===== config.mk =====
export PLATFORM = sky130hd
export DESIGN_NAME = wm_pack
export DESIGN_NICKNAME = d
export VERILOG_FILES = /design/src/rtl/wm_pack_pkg.sv /design/src/rtl/wm_pack_buf.sv /design/src/rtl/wm_pack.sv
export SDC_FILE = /design/constraint.sdc
export NUM_CORES = 1
export LEC_CHECK = 0
export ABC_CLOCK_PERIOD_IN_PS = 4150
export BUFFER_PORTS_ARGS = -buffer_cell sky130_fd_sc_hd__buf_2
export CAP_MARGIN = 30
export CORE_UTILIZATION = 55
export DETAILED_ROUTE_END_ITERATION = 10
export HOLD_SLACK_MARGIN = 0.08
export PLACE_DENSITY = 0.76
export RECOVER_POWER = 50
export SYNTH_ARGS = -nofsm -noshare
export SYNTH_HDL_FRONTEND = slang
export SYNTH_SLANG_ARGS = --single-unit
export TNS_END_PERCENT = 100

===== constraint.sdc =====
create_clock -name clk -period 4.15 [get_ports clk]
set_input_delay 0.83 -clock clk [delete_from_list [all_inputs] [get_ports clk]]
set_output_delay 0.83 -clock clk [all_outputs]
set_load 0.02 [all_outputs]

===== src/rtl/wm_pack_pkg.sv =====
// ---------------------------------------------------------------------------
// wm_pack_pkg
//
// Shared watermark package. It holds the default geometry of a packed
// watermark stream, the occupancy states of the small output buffer and a
// ceiling-log2 helper used to size counters.
//
// Users: wm_pack, wm_pack_buf and the read-side nibble unpacker.
//
// Contents:
//   DEF_WM_BAND_WIDTH  width of one packed watermark word
//   DEF_DOP            nibble (lane) width of one input beat
//   DEF_WM_CNT         words per watermark frame
//   buf_state_t        occupancy of the 2-entry output buffer
//   clog2()            ceiling log2, never smaller than 1
// ---------------------------------------------------------------------------
package wm_pack_pkg;

    localparam int DEF_WM_BAND_WIDTH = 128;
    localparam int DEF_DOP           = 4;
    localparam int DEF_WM_CNT        = 313;

    // Occupancy of the 2-entry word buffer.
    typedef enum logic [1:0] {
        BUF_EMPTY = 2'd0,
        BUF_ONE   = 2'd1,
        BUF_FULL  = 2'd2
    } buf_state_t;

    // Ceiling log2. Counters are sized with clog2(max_count), so a counter
    // running 0..31 gets clog2(31) = 5 bits. The result is clamped to 1 so
    // that a degenerate range still yields a legal vector width.
    function automatic int clog2(input int n);
        int r;
        r = 0;
        for (int i = 0; i < 31; i++) begin
            if ((1 << i) < n) begin
                r = i + 1;
            end
        end
        if (r < 1) begin
            r = 1;
        end
        return r;
    endfunction

endpackage


===== src/rtl/wm_pack_buf.sv =====
// ---------------------------------------------------------------------------
// wm_pack_buf
//
// Two-entry FIFO that sits between the nibble packer and the downstream
// word consumer. Entry 0 is always the head, so the head data comes straight
// from a register. A push together with a pop keeps the occupancy unchanged
// and preserves order.
//
// Ports:
//   clk         clock, rising edge
//   rst_n       synchronous active-low reset; empties the FIFO and zeroes
//               both data entries
//   clr         synchronous clear; empties the FIFO and keeps the data
//   push        write push_data at the tail
//   push_data   entry to write
//   pop         remove the head entry (ignored when empty)
//   head_data   head entry contents
//   head_valid  FIFO holds at least one entry
//   full        FIFO holds two entries
// ---------------------------------------------------------------------------
module wm_pack_buf
    import wm_pack_pkg::*;
#(
    parameter int WIDTH = DEF_WM_BAND_WIDTH + 1
) (
    input  logic             clk,
    input  logic             rst_n,
    input  logic             clr,
    input  logic             push,
    input  logic [WIDTH-1:0] push_data,
    input  logic             pop,
    output logic [WIDTH-1:0] head_data,
    output logic             head_valid,
    output logic             full
);

    buf_state_t       state;
    buf_state_t       state_nxt;
    logic [WIDTH-1:0] ent0;
    logic [WIDTH-1:0] ent1;
    logic             load0;
    logic             load1;
    logic             advance;

    // Occupancy state register.
    always_ff @(posedge clk) begin
        if (!rst_n) begin
            state <= BUF_EMPTY;
        end else begin
            state <= state_nxt;
        end
    end

    // Next occupancy and entry write controls. load0 writes the head
    // directly, load1 writes the second slot, and advance moves the second
    // slot into the head. A clear overrides any push or pop in the same
    // cycle.
    always_comb begin
        state_nxt = state;
        load0     = 1'b0;
        load1     = 1'b0;
        advance   = 1'b0;
        if (clr) begin
            state_nxt = BUF_EMPTY;
        end else begin
            case (state)
                BUF_EMPTY: begin
                    if (push) begin
                        load0     = 1'b1;
                        state_nxt = BUF_ONE;
                    end
                end
                BUF_ONE: begin
                    if (push && pop) begin
                        load0 = 1'b1;
                    end else if (push) begin
                        load1     = 1'b1;
                        state_nxt = BUF_FULL;
                    end else if (pop) begin
                        state_nxt = BUF_EMPTY;
                    end
                end
                BUF_FULL: begin
                    // The packer stalls while full. A push that arrives
                    // together with a pop is still handled in order.
                    if (pop) begin
                        advance = 1'b1;
                        if (push) begin
                            load1 = 1'b1;
                        end else begin
                            state_nxt = BUF_ONE;
                        end
                    end
                end
                default: begin
                    state_nxt = BUF_EMPTY;
                end
            endcase
        end
    end

    // Entry storage. Reset zeroes the data so the head reads as zero.
    always_ff @(posedge clk) begin
        if (!rst_n) begin
            ent0 <= '0;
            ent1 <= '0;
        end else begin
            if (load0) begin
                ent0 <= push_data;
            end else if (advance) begin
                ent0 <= ent1;
            end
            if (load1) begin
                ent1 <= push_data;
            end
        end
    end

    assign head_data  = ent0;
    assign head_valid = (state != BUF_EMPTY);
    assign full       = (state == BUF_FULL);

endmodule


===== src/rtl/wm_pack.sv =====
// ---------------------------------------------------------------------------
// wm_pack
//
// Packs a stream of DOP-bit watermark nibbles into WM_BAND_WIDTH-bit words,
// LSB first. Completed words are tagged with a frame-last flag (word
// WM_CNT-1 of each frame) and queued in a 2-entry buffer for the downstream
// consumer.
//
// Ports:
//   clk           clock, rising edge
//   rst_n         synchronous active-low reset
//   i_done        synchronous frame abort/clear; discards the partial word
//                 and any buffered words
//   i_r_data      extracted watermark nibble
//   i_wea         i_r_data valid; the beat is accepted when o_rdy is high
//   o_rdy         nibble accept ready (low while the buffer is full)
//   o_w_data      packed word at the buffer head
//   o_w_valid     o_w_data valid
//   i_w_ready     downstream ready; a word is popped on o_w_valid && i_w_ready
//   o_w_last      head word is the last word of the frame
//   o_frame_done  one-cycle pulse after the last word of a frame is popped
// ---------------------------------------------------------------------------
module wm_pack
    import wm_pack_pkg::*;
#(
    parameter int WM_BAND_WIDTH = DEF_WM_BAND_WIDTH,
    parameter int DOP           = DEF_DOP,
    parameter int WM_CNT        = DEF_WM_CNT
) (
    input  logic                     clk,
    input  logic                     rst_n,
    input  logic                     i_done,
    input  logic [DOP-1:0]           i_r_data,
    input  logic                     i_wea,
    output logic                     o_rdy,
    output logic [WM_BAND_WIDTH-1:0] o_w_data,
    output logic                     o_w_valid,
    input  logic                     i_w_ready,
    output logic                     o_w_last,
    output logic                     o_frame_done
);

    localparam int BEATS  = WM_BAND_WIDTH / DOP;
    localparam int NIB_W  = clog2(BEATS - 1);
    localparam int WORD_W = clog2(WM_CNT - 1);

    localparam logic [NIB_W-1:0]  NIB_LAST  = NIB_W'(BEATS - 1);
    localparam logic [WORD_W-1:0] WORD_LAST = WORD_W'(WM_CNT - 1);

    logic [NIB_W-1:0]         nib_cnt;
    logic [WORD_W-1:0]        word_cnt;
    logic [WM_BAND_WIDTH-1:0] shreg;
    logic [WM_BAND_WIDTH-1:0] full_word;
    logic [WM_BAND_WIDTH-1:0] head_word;
    logic                     head_last;
    logic                     head_valid;
    logic                     buf_full;
    logic                     accept;
    logic                     last_beat;
    logic                     push;
    logic                     pop;
    logic                     frame_done_q;

    assign o_rdy     = !buf_full;
    assign accept    = i_wea && o_rdy;
    assign last_beat = accept && (nib_cnt == NIB_LAST);

    // i_done wins over a simultaneous final beat or pop.
    assign push = last_beat && !i_done;
    assign pop  = head_valid && i_w_ready && !i_done;

    // Beats enter at the top and shift down, so after BEATS beats the first
    // one sits in the least significant nibble. On the final beat the word is
    // taken from this same expression, so the current beat needs no extra
    // cycle.
    assign full_word = {i_r_data, shreg[WM_BAND_WIDTH-1:DOP]};

    // Beat counter and shift register.
    always_ff @(posedge clk) begin
        if (!rst_n || i_done) begin
            nib_cnt <= '0;
            shreg   <= '0;
        end else if (accept) begin
            shreg   <= full_word;
            nib_cnt <= last_beat ? '0 : nib_cnt + NIB_W'(1);
        end
    end

    // Word position within the frame, advanced once per pushed word.
    always_ff @(posedge clk) begin
        if (!rst_n || i_done) begin
            word_cnt <= '0;
        end else if (push) begin
            word_cnt <= (word_cnt == WORD_LAST) ? '0 : word_cnt + WORD_W'(1);
        end
    end

    // Frame-done pulse, raised the cycle after the tagged last word leaves.
    always_ff @(posedge clk) begin
        if (!rst_n || i_done) begin
            frame_done_q <= 1'b0;
        end else begin
            frame_done_q <= pop && head_last;
        end
    end

    wm_pack_buf #(
        .WIDTH (WM_BAND_WIDTH + 1)
    ) u_buf (
        .clk        (clk),
        .rst_n      (rst_n),
        .clr        (i_done),
        .push       (push),
        .push_data  ({(word_cnt == WORD_LAST), full_word}),
        .pop        (pop),
        .head_data  ({head_last, head_word}),
        .head_valid (head_valid),
        .full       (buf_full)
    );

    assign o_w_data     = head_word;
    assign o_w_valid    = head_valid;
    assign o_w_last     = head_valid && head_last;
    assign o_frame_done = frame_done_q;

endmodule


After elaboration in Yosys (flattened, before gate mapping):

Cells that the tools add are included.

* add/sub/neg operators: 2
* equality and inequality tests: 9
* muxes and demuxes: 22
* bitwise gates (word level): 1
* reductions and logical operators: 17

Operators with widths (number)
* 129-bit two-way mux: 2
* 2-bit two-way mux: 6
* 9-bit by 1-bit adder with 9-bit output (second input constant): 1
* 9-bit equality test (second input constant): 1
* 1-bit two-way mux: 9
* 9-bit two-way mux: 1
* 1-bit logical AND: 8
* 2-bit one-hot mux with 3 select lines: 1
* 5-bit by 1-bit adder with 5-bit output (second input constant): 1
* 5-bit equality test (second input constant): 1
* 5-bit two-way mux: 1
* 5-bit AND reduction: 1
* 2-bit by 1-bit != test with 1-bit output (second input constant): 2
* 2-bit != test (second input constant): 2
* 1-bit one-hot mux with 2 select lines: 2
* 2-bit nonzero test: 2
* 1-bit logical NOT: 3
* 3-bit by 2-bit != test with 1-bit output (second input constant): 1
* 2-bit by 1-bit equality test with 1-bit output (second input constant): 1
* 2-bit equality test (second input constant): 1
* 2-bit logical NOT: 1
* 2-bit OR reduction: 1
* 1-bit logical OR: 1
* 1-bit NOT: 1

* bits in registers: 403
* bits of input ports: 9
* output and inout port bits: 132

Longest topological paths before layout:

* depth in word-level cells: 10
* gate-level depth with buffers: 11

Modules after synthesis:

From an unflattened synthesis, not the netlist that was laid out.

* cell total of the unflattened synthesis: 1837
* area, all modules: 16722.3 µm²

By module, submodules not included
* wm_pack_buf: instances 1, cells each 1207, area an instance 11678.7 µm²
* wm_pack: instances 1, cells each 630, area an instance 5043.6 µm²

Worst setup path after synthesis:

No wires, ideal clock.

* path type: register to register
* from: register nib_cnt[0]
* to: register u_buf.ent0[100] (netlist: u_buf.head_data[100])
* arrival time: 2.001 ns
* path slack: 2.024 ns
* stages on the path, launching flop included: 11
* period minus slack after synthesis: 2.126 ns
* cells stage by stage: dfxtp_1 -> ha_1 -> and3_1 -> ha_1 -> buf_2 -> and4bb_2 -> buf_4 -> nand2_2 -> clkbuf_1 -> buf_2 -> a31oi_1

* cells in the longest elaborated chain, start to end: 8

Ends and longest elaborated chain
* start: declaration: RTL line wm_pack.sv:50 `logic [NIB_W-1:0] nib_cnt;`
* start signal: assignment: RTL line wm_pack.sv:85 `nib_cnt <= last_beat ? '0 : nib_cnt + NIB_W'(1);`
* 5-bit equality test *: RTL line wm_pack.sv:66 `assign last_beat = accept && (nib_cnt == NIB_LAST);`
* 1-bit logical AND *: RTL line wm_pack.sv:66
* 1-bit logical AND *: RTL line wm_pack.sv:69 `assign push = last_beat && !i_done;`
* 1-bit logical AND: RTL line wm_pack_buf.sv:74 `if (push && pop) begin`
* 1-bit two-way mux: RTL line wm_pack_buf.sv:74
* 1-bit one-hot mux with 2 select lines *: RTL line wm_pack_buf.sv:66 `case (state)`
* 1-bit two-way mux *: RTL line wm_pack_buf.sv:63 `if (clr) begin`
* 129-bit two-way mux or 2-bit nonzero test (tied branches)
* end signal: assignment: RTL line wm_pack_buf.sv:109 `ent0 <= push_data;`
* end signal: assignment: RTL line wm_pack_buf.sv:111 `ent0 <= ent1;`
* end: declaration: RTL line wm_pack_buf.sv:39 `logic [WIDTH-1:0] ent0;`

Mark *: on every way between the ends. The rest lies on a longest branch, timed or not.
A chain may end at the register's enable or synchronous reset.

Worst setup path in the final report:

* from: register u_buf.state[0]
* to: register shreg[10]

* cells in the longest elaborated chain, start to end: 3

Ends and longest elaborated chain
* start: declaration: RTL line wm_pack_buf.sv:37 `buf_state_t state;`
* start signal: assignment: RTL line wm_pack_buf.sv:50 `state <= state_nxt;`
* 2-bit equality test: RTL line wm_pack_buf.sv:121 `assign full = (state == BUF_FULL);`
* 1-bit logical NOT: RTL line wm_pack.sv:64 `assign o_rdy = !buf_full;`
* 1-bit logical AND: RTL line wm_pack.sv:65 `assign accept = i_wea && o_rdy;`
* end signal: assignment: RTL line wm_pack.sv:84 `shreg <= full_word;`
* end: declaration: RTL line wm_pack.sv:52 `logic [WM_BAND_WIDTH-1:0] shreg;`

No other way between the ends.

==> results.py <==
metrics = {
    "setup_path": {
        "end_kind": "flip-flop",
        "r2r-start": "u_buf.state[0]",
        "required_ps": 4600,
        "cp.arrival_ps": 3940,
        "crit_fanout": 30,
        "r2r_cells": 6,
        "critPathKind": "flip-flop to flip-flop",
        "regToRegEndpoint": "shreg[10]",
        "start_kind": "flip-flop",
        "reg2reg_slack_ps": 660,
    },
    "die": {
        "ios": 141,
        "die_h_um": 167,
        "dieArea_um2": 27900,
        "row_count": 60,
        "coreArea_um2": 26900,
        "initial_core_util_pct": 55.8,
        "die_x_um": 167,
    },
    "power_and_ir_drop": {
        "ir_worst_vdd_uv": 290,
        "p_leak_nw": 5.17,
        "powerDensity_nw_per_um2": 451,
    },
    "global_route": {
        "antenna_found_initial": 1,
        "first_global_vias": 12500,
        "overflow": 0,
        "grt_pass1_wl_mm": 61.5,
        "gr-usage-all-layers_pct": 26.5,
        "grt_max_degree": 142,
    },
    "hold_path": {
        "hold_end": "u_buf.ent1[28]",
        "min_path_cells": 2,
        "hp-class": "flip-flop to flip-flop",
        "hp-start": "u_buf.ent1[28]",
    },
    "cts": {
        "clock_sinks": 399,
        "postCtsSetupRepairBufs": 0,
        "path_clk_slew_ps": 60,
        "numCtsBuffers": 40,
        "cts-resized-gates": 0,
        "htreeDepth": 2,
        "cts.root.buffer_cell": "clkbuf_16",
        "insertion_delay_ps": 540,
        "cts_max_path_buffers": 3,
        "cts_hold_buf": 0,
        "cts_tree": "done",
    },
    "sta": {
        "relSlewSlack_pct": -39.7,
        "slew_violations": 101,
        "final_hold_viol_count": 0,
        "rsz0062_at_grt": "false",
        "fmax_ghz": 0.286,
        "setup-violations-final": 0,
        "period_needed_ps": 3490,
        "setup_tns_ps": 0,
        "hold_ws_ps": 454,
        "clock_skew_ps": 18.0,
        "finalCritPeriodShare_pct": 84.2,
        "tightest_slew_ps": 2090,
    },
    "logic_synthesis": {
        "synth_cells": 1935,
        "synth_top_area_share_pct": 53.3,
        "syn_avg_cell_area_um2": 7.75,
        "ys.flop_type": "dfxtp_1",
        "synth_edf_count": 0,
        "synth_area_leaders": "dfxtp_1 (53%), nand2_1 (19%), a21oi_1 (8.7%), a31oi_1 (5.4%), o21ai_0 (4.4%)",
        "ys_seq_area_share_pct": 53.3,
        "syn-cell-area_um2": 15000,
        "synth_area_leader_cell": "dfxtp_1",
        "ys_types": 36,
        "async_flop_share_pct": 0,
        "synthesis.nets": 1951,
        "synth.most_common_cell": "nand2_1",
        "ys_ff_latch": 399,
        "yosys_warnings": 0,
        "synth_commonest_cells": "nand2_1 (773), dfxtp_1 (399), a21oi_1 (262)",
    },
    "detailed_routing": {
        "num_vias": 13400,
        "wl_per_cell_um": 16.1,
        "drtIter0Drc": 1317,
        "drc": 0,
        "final_antenna_net_count": 0,
        "routed_wl_mm": 37.8,
        "detail_route.first_pass.iterations": 5,
        "via_per_inst": 5.71,
    },
    "placed_design": {
        "routabilityCongestion": 0.839,
        "hpwl_mm": 20.9,
        "portBuffers": 140,
    },
    "final_layout": {
        "area_growth_pct": 11.3,
        "nNetsFinal": 1993,
        "drive_above_1_share_pct": 4.84,
    },
    "flow_run": {
        "drv_cap": 2,
    },
    "outcome": {
        "status": "finished, violations left",
        "violations": "capacitance limit, slew limit",
    },
}
[power by group]
part	total, W	switching, W	internal [W]
sequential	0.00383	0.00000238	0.00383
combinational	0.000162	0.000133	0.0000290
clock	0.00352	0.00147	0.00205
total	0.00752	0.00161	0.00591
[flip-flops by register name (all words and copies together), names as in the netlist]
signal and cells:
u_buf.ent1 129, u_buf.head_data 129, u_buf.state 2, word_cnt 9, o_frame_done 1, nib_cnt 5
shreg 124
[through the flow]
stage                     power (W)  instances  worst slack, ps  area (um2)  util, %
after global placement      0.00408       2275              959       15600     57.9
after CTS                   0.00755       2345             1140       16900     62.7
after detailed placement    0.00408       2276             1150       15600     58.0
final                       0.00752       2346              656       16700     62.1
after global routing        0.00773       2345              450       16700     62.0
after floorplan             0.00403       1935             2020       15000        -
[layout make-up]
| class | instances | area [um2] |
|---|---|---|
| sequential | 399 | 7990 |
| multi-input combinational | 1368 | 6220 |
| tap | 341 | 427 |
| antenna | 1 | 2.50 |
| clock inverter | 12 | 120 |
| fill | 2413 | 10200 |
| clock buffer | 57 | 1150 |
| timing repair buffer | 159 | 736 |
| inverter | 9 | 36.3 |
[worst max-delay path: stages (launching register included)]
cell and delay, ps:
dfxtp_1 340, inv_1 80, ha_1 260, nor2b_1 1580, clkbuf_2 780, nand2_1 210
a21oi_1 160
[cells in the final DEF, fill, tap and decap left out, types with 2 or more instances in the layout]
cell,Yosys,final
o21ai_0,131,132
nor2b_1,4,4
a31oi_1,129,129
nor4_1,2,2
nor2_1,11,11
clkinv_2,0,7
nand4_1,7,7
nand3_1,7,7
nand2b_1,5,3
or3_4,1,2
clkbuf_1,76,140
bufinv_16,0,2
clkbuf_8,0,6
ha_1,7,7
a21oi_1,262,262
and3_1,4,4
buf_2,61,10
dfxtp_1,399,399
inv_1,9,8
nand2_1,773,773
clkbuf_16,0,41
nor3_1,5,4
buf_12,0,3
inv_6,0,2
buf_4,5,14
xnor2_1,6,6
[cells by family (layout without fill, tap and decap cells)]
group	after synthesis	count (layout)	share of synthesized area, %
buf+inv	168	237	5.44
compound gates	526	526	18.7
simple gates	828	828	21.5
fa+ha+maj	7	7	0.584
xor+xnor	7	7	0.409
other cells	0	1	0
flops	399	399	53.3
[worst max-delay path by stage]
| stage | start | endpoint | slack [ps] | depth (start not counted) |
|---|---|---|---|---|
| 2_1_floorplan | nib_cnt[0] | u_buf.head_data[100] | 2020 | 10 |
| 3_3_place_gp | nib_cnt[0] | u_buf.ent1[42] | 960 | 8 |
| 3_5_place_dp | nib_cnt[0] | u_buf.ent1[45] | 1150 | 8 |
| 4_1_cts | nib_cnt[0] | u_buf.ent1[45] | 1140 | 8 |
| 5_1_grt | u_buf.state[0] | shreg[10] | 450 | 6 |
| 6_report | u_buf.state[0] | shreg[10] | 660 | 6 |
[metal layers]
layer	global-route usage, %	routed length (um)
met5	0	0
met3	3.61	2550
met1	35.8	16900
met4	7.57	550
met2	44.2	17800
No activity file was read; power rests on OpenSTA's default activity.
